===== config.mk =====
export PLATFORM = sky130hd
export DESIGN_NAME = icache_refill_ctrl
export DESIGN_NICKNAME = d
export VERILOG_FILES = /design/src/rtl/icache_refill_ctrl.sv
export SDC_FILE = /design/constraint.sdc
export NUM_CORES = 1
export LEC_CHECK = 0
export CAP_MARGIN = 25
export CORE_UTILIZATION = 45
export CTS_CLUSTER_SIZE = 16
export DETAILED_ROUTE_END_ITERATION = 7
export GPL_TIMING_DRIVEN = 0
export PLACE_DENSITY = 0.88
export SETUP_SLACK_MARGIN = 0.4
export SYNTH_ARGS = -nofsm -noshare
export SYNTH_HDL_FRONTEND = slang
export SYNTH_SLANG_ARGS = --single-unit
export TNS_END_PERCENT = 1

===== constraint.sdc =====
create_clock -name clk -period 3.35 [get_ports clk]
set_input_delay 0.67 -clock clk [delete_from_list [all_inputs] [get_ports clk]]
set_output_delay 0.67 -clock clk [all_outputs]
set_load 0.01 [all_outputs]

===== src/rtl/icache_refill_ctrl.sv =====
// rtl/icache_refill_ctrl.sv - icache line refill controller: TTL victim select, burst fill over the flush port
// Optional: ICACHE_REFILL_CRITICAL_FIRST_EN starts the fill at the missed word and wraps through the line.
module icache_refill_ctrl #(
  parameter int DATABITS      = 32,
  parameter int ADDRBITS      = 32,
  parameter int CACHEADDRBITS = 5,
  parameter int BANKNUM       = 4,
  parameter int TTLBITS       = 8
) (
  input  logic                       clk,
  input  logic                       reset_n,
  input  logic [ADDRBITS-1:0]        icache_addr,
  input  logic                       icache_rdreq,
  input  logic [BANKNUM-1:0]         line_miss,
  input  logic [BANKNUM*TTLBITS-1:0] line_ttl,
  output logic [BANKNUM-1:0]         flush_mode,
  output logic                       flush_we,
  output logic [ADDRBITS-1:0]        flush_addr,
  output logic [DATABITS-1:0]        flush_in,
  output logic [ADDRBITS-1:0]        mem_addr,
  output logic                       mem_rdreq,
  input  logic [DATABITS-1:0]        mem_data_in,
  input  logic                       mem_valid,
  output logic                       refill_busy
);

  localparam int HIBITS = ADDRBITS - CACHEADDRBITS - 2;

  typedef enum logic [1:0] {IDLE, FILL, DONE} state_t;

  state_t                   state;
  logic [HIBITS-1:0]        base_hi;
  logic [CACHEADDRBITS-1:0] wcnt;
  logic [CACHEADDRBITS-1:0] wcnt_nxt;
  logic [CACHEADDRBITS-1:0] start_idx;
  logic [CACHEADDRBITS-1:0] miss_idx;
  logic [BANKNUM-1:0]       victim_oh;
  logic [TTLBITS-1:0]       best_ttl;
  logic                     miss;
  logic                     last_word;
  logic                     addr_unused;

  // Strict '>' keeps the lowest index on TTL ties.
  always_comb begin
    victim_oh    = '0;
    victim_oh[0] = 1'b1;
    best_ttl     = line_ttl[0 +: TTLBITS];
    for (int i = 1; i < BANKNUM; i++) begin
      if (line_ttl[i*TTLBITS +: TTLBITS] > best_ttl) begin
        best_ttl     = line_ttl[i*TTLBITS +: TTLBITS];
        victim_oh    = '0;
        victim_oh[i] = 1'b1;
      end
    end
  end

`ifdef ICACHE_REFILL_CRITICAL_FIRST_EN
  logic [CACHEADDRBITS-1:0] start_q;
  assign miss_idx    = icache_addr[CACHEADDRBITS+1:2];
  assign start_idx   = start_q;
  assign addr_unused = ^icache_addr[1:0];
  always_ff @(posedge clk or negedge reset_n) begin
    if (!reset_n)
      start_q <= '0;
    else if (miss)
      start_q <= miss_idx;
  end
`else
  assign miss_idx    = '0;
  assign start_idx   = '0;
  assign addr_unused = ^icache_addr[CACHEADDRBITS+1:0];
`endif

  assign miss      = (state == IDLE) && icache_rdreq && (&line_miss);
  assign wcnt_nxt  = wcnt + 1'b1;
  assign last_word = (wcnt_nxt == start_idx);

  always_ff @(posedge clk or negedge reset_n) begin
    if (!reset_n) begin
      state       <= IDLE;
      base_hi     <= '0;
      wcnt        <= '0;
      flush_mode  <= '0;
      flush_we    <= 1'b0;
      flush_addr  <= '0;
      flush_in    <= '0;
      mem_addr    <= '0;
      mem_rdreq   <= 1'b0;
      refill_busy <= 1'b0;
    end else begin
      case (state)
        IDLE: begin
          if (miss) begin
            state       <= FILL;
            base_hi     <= icache_addr[ADDRBITS-1:CACHEADDRBITS+2];
            wcnt        <= miss_idx;
            flush_mode  <= victim_oh;
            mem_rdreq   <= 1'b1;
            mem_addr    <= {icache_addr[ADDRBITS-1:CACHEADDRBITS+2], miss_idx, 2'b00};
            refill_busy <= 1'b1;
          end
        end
        FILL: begin
          flush_we <= 1'b0;
          if (mem_rdreq) begin
            if (mem_valid) begin
              flush_we   <= 1'b1;
              flush_in   <= mem_data_in;
              flush_addr <= {base_hi, wcnt, 2'b00};
              wcnt       <= wcnt_nxt;
              mem_addr   <= {base_hi, wcnt_nxt, 2'b00};
              if (last_word)
                mem_rdreq <= 1'b0;
            end
          end else begin
            // Final write pulse has been presented; release the victim line.
            state      <= DONE;
            flush_mode <= '0;
          end
        end
        DONE: begin
          state       <= IDLE;
          refill_busy <= 1'b0;
        end
        default: state <= IDLE;
      endcase
    end
  end

endmodule


==> impl_metrics.yaml, run 1 <==
cells_and_area:
  synthToLayoutAreaGrowth_pct: 56.1
  regArea_um2: 3150
  finalNonFillerCells: 1092
  n_antenna_cell: 0
  fin_nets: 1037
  drive_gt1_frac: 0.188
  finalInstanceArea_um2: 9440
  fill_cells: 836
  multiInputGateArea_um2: 2970
synth:
  async_flop_share: 1.00
  ys_seq_area_frac: 0.521
  yosysTopAreaCellShare: 0.521
  synth_edf_count: 0
  syn_area_um2: 6050
  synth_top_area_cell: "dfrtp_1"
  synthCells: 663
  yosysMostFrequentCell: "nand2_1"
  ys_ff_latch: 126
  synthTopCellsByArea: "dfrtp_1, nand2_1, ha_1"
  postSynthAreaPerCell_um2: 9.12
  yosysUniqueCellTypes: 48
  synth_commonest_cells: "nand2_1, dfrtp_1, o21ai_1, ha_1, mux2i_1"
  ys_warn_count: 0
  synth_flop_cell: "dfrtp_1"
floorplanning:
  row_count: 41
  die_y_um: 118
  ioPinCount: 207
  die_w_um: 118
  die_area_um2: 13900
  design.core.area_um2: 12900
  initial_core_util: 0.470
detailed_routing:
  wl_um: 18600
  first_pass_iters: 5
  ant_nets: 0
  wl_per_cell_um: 17.0
  route.detailed.drc: 0
  first_iter_violations: 418
  via_per_inst: 5.23
  vias: 5713
sta:
  setup_viol: 4
  timing.slew.headroom: 0.638
  fin_crit_sh: 1.35
  worst_pin_slew_ns: 0.543
  tns_ns: -4.57
  fmax_mhz: 221
  min_period_ns: 4.52
  finalWorstSetupSlack_ns: -1.17
  skew_ns: 0.00617
  hold_viol: 0
  fin_hold_ws_ns: 0.153
  maxSlewViolCount: 0
  rsz0062_at_grt: "yes"
clock_tree:
  cts_hold_buf: 0
  clkTransAtPathRegs_ns: 0.06
  h-tree-depth: 4
  clkSinkCount: 126
  clk-insertion-delay-late_ns: 0.42
  root_buffer: "clkbuf_16"
  cts_buffer_depth: 2
  cts_buffers: 17
  tritoncts: "built"
worst_setup_path:
  cp_max_fo: 7
  worstPathRequired_ns: 3.69
  r2r_start: "state[0]"
  setup.worst_path.start: "line_ttl[1]"
  critPathLaunchType: "input port"
  crit_type: "input port to flip-flop"
  cp-end-kind: "flip-flop"
  cp.arrival_ns: 4.87
global_route:
  grt_max_degree: 88
  grt_pass1_wl_um: 29100
  antenna_found_initial: 0
  grt_usage: 0.270
  gr-total-overflow: 0
  grt_pass1_vias: 5709
placed_design:
  place_congestion: 0.832
  place_ws_ns: -2.01
  place_inst: 1034
  post_dp_cell_area_um2: 8450
  hpwl_um: 12800
  io_buffers: 195
pwr:
  p_leak_nw: 4.50
  powerDensity_nw_per_um2: 717
  ir_drop_v: 0.000428
worst_hold_path:
  hold_class: "input port to asynchronous set/reset pin"
outcome:
  status: "finished with violations"
  violations: "setup timing"
run:
  max-cap-violations: 0
==> critical path, cell delays in order <==
cell and delay, ns:
buf_8 0.09, inv_12 0.03, ha_4 0.24, nor2b_1 0.14, o211ai_1 0.18, a211o_4 0.45
buf_12 0.16, a21boi_4 0.16, nor2_2 0.06, ha_1 0.31, a21oi_1 0.24, nor4bb_4 0.41
buf_4 0.21, buf_12 0.11, or3_4 0.12, o31ai_4 0.06, ha_1 0.33, and4b_1 0.22
a211oi_2 0.24, o22ai_2 0.12, a21o_1 0.18, o21ai_1 0.12
==> final timing paths <==
kind	to	slack, ns	cells after the start
setup reg to reg	flush_addr[26]	1.65	6
max in group asynchronous	flush_in[25]	2.47	2
hold reg to reg	flush_in[23]	0.47	2
min in group clk	flush_in[23]	0.47	2
setup / recovery	flush_mode[1]	-1.17	22
hold / removal	mem_addr[9]	0.15	1
==> layer usage <==
| metal | global-route usage | wire [um] | vias up |
|---|---|---|---|
| li1 | - | - | 2659 |
| met1 | 0.313 | 7070 | 2758 |
| met2 | 0.465 | 9590 | 244 |
| met3 | 0.0669 | 1190 | 52 |
| met4 | 0.128 | 735 | 0 |
| met5 | 0 | 0 | - |
==> report_power, final <==
part / switching (mW) / total [mW] / internal, mW
logic: 1.10 / 2.42 / 1.31
clock network: 0.654 / 2.01 / 1.35
registers: 0.322 / 2.35 / 2.02
==> logic make-up after synthesis <==
family | synth area share
flops | 0.521
buf+inv | 0.0426
xor+xnor | 0.00435
compound gates | 0.0842
simple gates | 0.252
mux | 0.0414
fa+ha+maj | 0.0538
other cells | 0.000620
==> area by class of cell <==
cell class	instances	share of cell area
Buffer	35	0.0228
Clock buffer	21	0.0488
Clock inverter	11	0.0199
Inverter	13	0.00782
Multi-Input combinational cell	492	0.314
Sequential cell	126	0.334
Tap cell	172	0.0228
Timing Repair Buffer	222	0.230
==> stage by stage <==
stage / utilization / total power [mW]
after CTS: 0.718 / 6.70
after global placement: 0.654 / 4.52
final: 0.733 / 6.77
after global routing: 0.733 / 7.12
after floorplan: - / 3.29
after detailed placement: 0.656 / 4.61
==> registers in the layout, indices dropped and copies added (netlist names) <==
register and flops:
state 2, flush_mode 4, refill_busy 1, base_hi 25
flush_in 32, mem_addr 26, mem_rdreq 1, flush_we 1
wcnt 4, flush_addr 30
==> layout by cell type, fill, tap and decap left out, types with 8 or more instances in the layout <==
cell / instances
mux2i_1: 25
clkbuf_16: 17
nor2_1: 10
ha_1: 17
o21ai_1: 33
ha_4: 8
buf_4: 28
nand2_1: 297
clkdlybuf4s50_1: 178
buf_2: 28
buf_6: 8
dfrtp_1: 126
==> repair_timing <==
item / in CTS / in global routing
buffers inserted: 10 / 15
endpoints found under the setup margin: 4 / 4
resized for setup: 66 / 33
pin swaps: 20 / 32
gates cloned: 1 / 0
Note: power is estimated with default switching activity, not from simulation.
==> inputs of run 2 (changes only) <==
- CORE_MARGIN: default -> 5
==> run 2 against run 1 <==
  * Largest power group unchanged
  * Critical endpoint is now flush_mode[0]
  * Count of clock-buffer cells in the layout up 3
  * Sequential power about the same
  * Final area down 1.5%
  * Hold slack better by 0.059 ns
  * Worst setup slack better by 0.23 ns
  * First-iteration DRC count up 3.3%
  * Sequential share of layout area up 0.52 points
  * The run still ends with setup timing left
  * Routed wire length down 0.38%
  * Maximum frequency up 5.4%
  * Sequential cell count unchanged
==> impl_metrics.yaml, run 2 (same netlist as run 1, synthesis figures left out) <==
run:
  max-cap-violations: 0
floorplanning:
  die_y_um: 126
  die_area_um2: 15900
  initial_core_util: 0.459
  die_w_um: 126
  row_count: 42
  ioPinCount: 207
  design.core.area_um2: 13200
clock_tree:
  clk-insertion-delay-late_ns: 0.41
  tritoncts: "built"
  cts_hold_buf: 0
  cts_buffer_depth: 2
  root_buffer: "clkbuf_16"
  clkSinkCount: 126
  cts_buffers: 17
  h-tree-depth: 4
  clkTransAtPathRegs_ns: 0.05
placed_design:
  place_congestion: 0.816
  io_buffers: 195
  place_inst: 1038
  hpwl_um: 13300
  place_ws_ns: -1.95
cells_and_area:
  largest-register: "flush_in"
  drive_gt1_frac: 0.174
  n_antenna_cell: 0
  synthToLayoutAreaGrowth_pct: 53.7
  mostFrequentLayoutCell: "nand2_1"
  fill_cells: 934
  finalNonFillerCells: 1090
  fin_nets: 1032
  largest_register_ffs: 32
  reg.largest.list: "flush_in x32, flush_addr x30, mem_addr x26"
  most-common-layout-cells: "nand2_1, clkdlybuf4s50_1, dfrtp_1"
detailed_routing:
  wl_um: 18500
  route.detailed.drc: 0
  via_per_inst: 5.07
  first_pass_iters: 4
  vias: 5529
  ant_nets: 0
  wl_per_cell_um: 17.0
  first_iter_violations: 432
sta:
  timing.slew.headroom: 0.648
  worst_pin_slew_ns: 0.528
  hold_viol: 0
  min_period_ns: 4.29
  fmax_mhz: 233
  finalWorstSetupSlack_ns: -0.940
  fin_crit_sh: 1.28
  maxSlewViolCount: 0
  fin_hold_ws_ns: 0.212
  setup_viol: 4
  skew_ns: 0.00582
  rsz0062_at_grt: "yes"
worst_setup_path:
  max_stage_delay_ns: 0.46
  crit_type: "input port to flip-flop"
  cp.arrival_ns: 4.63
  cp_max_fo: 8
  critPathLaunchType: "input port"
  reg2reg_depth: 6
  worstPathRequired_ns: 3.69
  path_cells: "clkdlybuf4s15_2 > ha_4 > o211ai_1 > a211o_4 > a21boi_2 > nor2_1 > ha_1 > a211oi_2 > nor2_2 > nor4bb_2 > buf_4 > nor2_4 > o31ai_2 > ha_1 > and4b_1 > a211oi_2 > o22ai_2 > a21o_1 > o21ai_1"
  cp-end-kind: "flip-flop"
  cpMaxStageDelayCell: "a211o_4"
worst_hold_path:
  hold_class: "input port to asynchronous set/reset pin"
outcome:
  status: "finished with violations"
  violations: "setup timing"
global_route:
  antenna_found_initial: 1
  gr-total-overflow: 0
  grt_usage: 0.235
  grt_pass1_vias: 5678
  grt_pass1_wl_um: 29500
  grt_max_degree: 75
pwr:
  p_leak_nw: 4.43
  powerDensity_nw_per_um2: 710
  ir_drop_v: 0.000432
-- run 2: cell types whose count changed in the layout (fill, tap and decap cells not counted), sizes merged --
cell / change
clkbuf: +3
clkinvlp: -3
bufinv: -1
clkdlybuf4s15: +2
buf: -7
-- run 2: worst max-delay path, delay by kind of cell --
kind            cells  cell delay [ns]
compound gates      9             1.93
fa+ha+maj           3             0.87
buf+inv             2             0.42
simple gates        5             0.74
-- run 2: report_power, final --
group	total [mW]	switching [mW]	internal, mW
Sequential	2.34	0.319	2.03
Combinational	2.36	1.08	1.28
Clock	1.89	0.618	1.28
-- run 2: what timing repair did --
item                       in CTS  in global routing
buffers inserted               21                  0
cloned                          0                  0
gates resized for setup        84                  4
pin swaps                      40                  4
setup endpoints to repair       4                  4
-- run 2: through the flow --
| step | cell area (um2) | utilization | setup TNS [ns] | power (mW) |
|---|---|---|---|---|
| 6_report | 9300 | 0.705 | -3.53 | 6.60 |
| 5_1_grt | 9300 | 0.705 | -4.48 | 6.93 |
| 4_1_cts | 9290 | 0.705 | -3.25 | 6.61 |
| 3_5_place_dp | 8450 | 0.641 | -7.62 | 4.63 |
| 3_3_place_gp | 8420 | 0.639 | -415.18 | 4.54 |
| 2_1_floorplan | 6250 | - | -3.46 | 3.29 |
-- run 2: path summary, 6_finish.rpt --
check / start / to / slack (ns)
max: line_ttl[10] / flush_mode[0] / -0.94
min: reset_n / flush_addr[11] / 0.21
max reg2reg: state[0] / flush_in[29] / 1.68
min reg2reg: flush_addr[30] / flush_addr[30] / 0.47
max in group asynchronous: reset_n / flush_we / 2.43
min in group clk: flush_addr[30] / flush_addr[30] / 0.47
-- run 2: layout make-up --
class | instances | area (um2) | share of cell area
sequential | 126 | 3150 | 0.339
buffer | 35 | 215 | 0.0231
tap | 176 | 220 | 0.0237
clock buffer | 24 | 472 | 0.0507
timing repair buffer | 217 | 2100 | 0.226
clock inverter | 7 | 135 | 0.0145
inverter | 13 | 73.8 | 0.00794
multi-input combinational | 492 | 2930 | 0.315
-- run 2: layer usage --
layer,vias up,GRT usage,routed length (um)
met5,-,0,11
met4,2,0.0776,374
met3,32,0.0711,1570
met2,239,0.414,9360
met1,2622,0.273,7200
li1,2634,-,-
==> inputs of run 3 (changes only) <==
- SETUP_SLACK_MARGIN: 0.4 -> default
==> run 3 against run 2 <==
  * The flow still finishes with violations (setup timing)
  * Sequential share of layout area shrank 0.60 points
  * Worst setup slack lost 0.068 ns
  * Hold slack is essentially flat
  * Clock power is essentially flat
  * Die area is the same
  * Sequential cell count is the same
  * Critical path type unchanged
  * Critical endpoint unchanged
  * Largest power group unchanged
  * Highest routed layer unchanged
==> impl_metrics.yaml, run 3 (same netlist as run 1, synthesis figures left out) <==
worst_setup_path:
  cp.arrival_ns: 4.70
  crit_top_cell: "ha_1"
  cp_max_fo: 8
  reg2reg_depth: 6
  cp-end-kind: "flip-flop"
  max_stage_delay_ns: 0.47
  crit_type: "input port to flip-flop"
  r2r_start: "state[0]"
  cpMaxStageDelayCell: "a211o_4"
  worstPathRequired_ns: 3.69
  path_cells: "clkdlybuf4s15_2 > ha_4 > o211ai_1 > a211o_4 > a21boi_2 > nor2_2 > ha_1 > and2_4 > o21ai_2 > nor4bb_2 > buf_4 > buf_6 > or3_4 > o31ai_2 > ha_1 > and4b_1 > a211oi_2 > o22ai_2 > a21o_1 > o21ai_1"
  worst-r2r-setup-slack_ns: 1.67
  critPathLaunchType: "input port"
  rr_endpoint: "flush_in[10]"
run:
  max-cap-violations: 0
sta:
  timing.slew.headroom: 0.643
  finalWorstSetupSlack_ns: -1.01
  rsz0062_at_grt: "yes"
  fmax_mhz: 229
  fin_crit_sh: 1.30
  maxSlewViolCount: 0
  skew_ns: 0.00620
  fin_hold_ws_ns: 0.212
  setup_viol: 4
  min_period_ns: 4.36
  hold_viol: 0
  worst_pin_slew_ns: 0.535
pwr:
  finalPower_mw: 6.66
  p_leak_nw: 4.52
  powerDensity_nw_per_um2: 704
  ir_drop_v: 0.000434
cells_and_area:
  regArea_um2: 3150
  largest-register: "flush_in"
  most-common-layout-cells: "nand2_1, clkdlybuf4s50_1, dfrtp_1"
  multiInputGateArea_um2: 2980
  largest_register_ffs: 32
  utilization: 0.718
  fin_nets: 1043
  drive_gt1_frac: 0.190
  n_antenna_cell: 0
  mostFrequentLayoutCell: "nand2_1"
  fill_cells: 910
  reg.largest.list: "flush_in x32, flush_addr x30, mem_addr x26"
  synthToLayoutAreaGrowth_pct: 56.5
clock_tree:
  cts_buffer_depth: 2
  clkSinkCount: 126
  h-tree-depth: 4
  clkTransAtPathRegs_ns: 0.05
  clk-insertion-delay-late_ns: 0.41
  tritoncts: "built"
  root_buffer: "clkbuf_16"
  cts_buffers: 17
floorplanning:
  row_count: 42
  die_y_um: 126
  die_w_um: 126
  ioPinCount: 207
  die_area_um2: 15900
  initial_core_util: 0.459
  design.core.area_um2: 13200
placed_design:
  io_buffers: 195
  place_congestion: 0.816
  hpwl_um: 13300
global_route:
  gr-total-overflow: 0
  grt_pass1_wl_um: 29600
  grt_max_degree: 75
  grt_pass1_vias: 5698
  antenna_found_initial: 1
  grt_usage: 0.235
detailed_routing:
  wl_per_cell_um: 17.1
  first_pass_iters: 5
  wl_um: 18900
  first_iter_violations: 420
  vias: 5690
  route.detailed.drc: 0
  via_per_inst: 5.17
  ant_nets: 0
outcome:
  status: "finished with violations"
  violations: "setup timing"
worst_hold_path:
  hold_class: "input port to asynchronous set/reset pin"
==> run 3: where the power goes <==
part	total (mW)	internal, mW	switching [mW]
Sequential	2.34	2.03	0.319
Clock	1.89	1.28	0.618
Combinational	2.42	1.32	1.11
==> run 3: worst max-delay path, delay by kind of cell <==
kind            cells  cell delay (ns)
compound gates      9             1.67
simple gates        5             0.93
fa+ha+maj           3             0.90
buf+inv             3             0.49
==> run 3: worst max path at each step <==
stage	end	from	slack, ns
6_report	flush_mode[0]	line_ttl[10]	-1.01
5_1_grt	flush_mode[1]	line_ttl[14]	-1.25
4_1_cts	flush_mode[0]	line_ttl[1]	-0.88
3_5_place_dp	flush_mode[0]	line_ttl[1]	-1.95
3_3_place_gp	flush_addr[25]	reset_n	-3.25
2_1_floorplan	flush_mode[1]	line_ttl[1]	-0.92
==> run 3: metal layers <==
metal,up-vias,track usage,wire [um]
met2,236,0.411,9590
met1,2740,0.275,7350
met3,47,0.0703,1460
met5,-,0,11
li1,2665,-,-
met4,2,0.0820,470
==> run 3: layout make-up <==
| class | instances | area share |
|---|---|---|
| clock inverters | 7 | 0.0143 |
| plain buffers | 35 | 0.0227 |
| repair buffers | 228 | 0.234 |
| flip-flops and latches | 126 | 0.333 |
| clock buffers | 24 | 0.0498 |
| inverters | 13 | 0.00780 |
| well taps | 176 | 0.0233 |
| multi-input cells | 492 | 0.315 |
==> run 3: repair_timing <==
action,in CTS,in global routing
buffers inserted,25,8
gates resized for setup,83,24
endpoints found under the setup margin,4,4
hold endpoints to repair,0,0
pin swaps,40,31
hold buffers,0,0
==> run 3: metrics by stage <==
step	setup WS, ns	area, um2	std cells	TNS, ns
final	-1.01	9470	1101	-3.94
after global routing	-1.25	9470	1101	-4.82
after CTS	-0.878	9330	1093	-3.30
after detailed placement	-1.95	8450	1038	-7.62
after global placement	-3.25	8420	1037	-415.18
after floorplan	-0.916	6250	666	-3.46
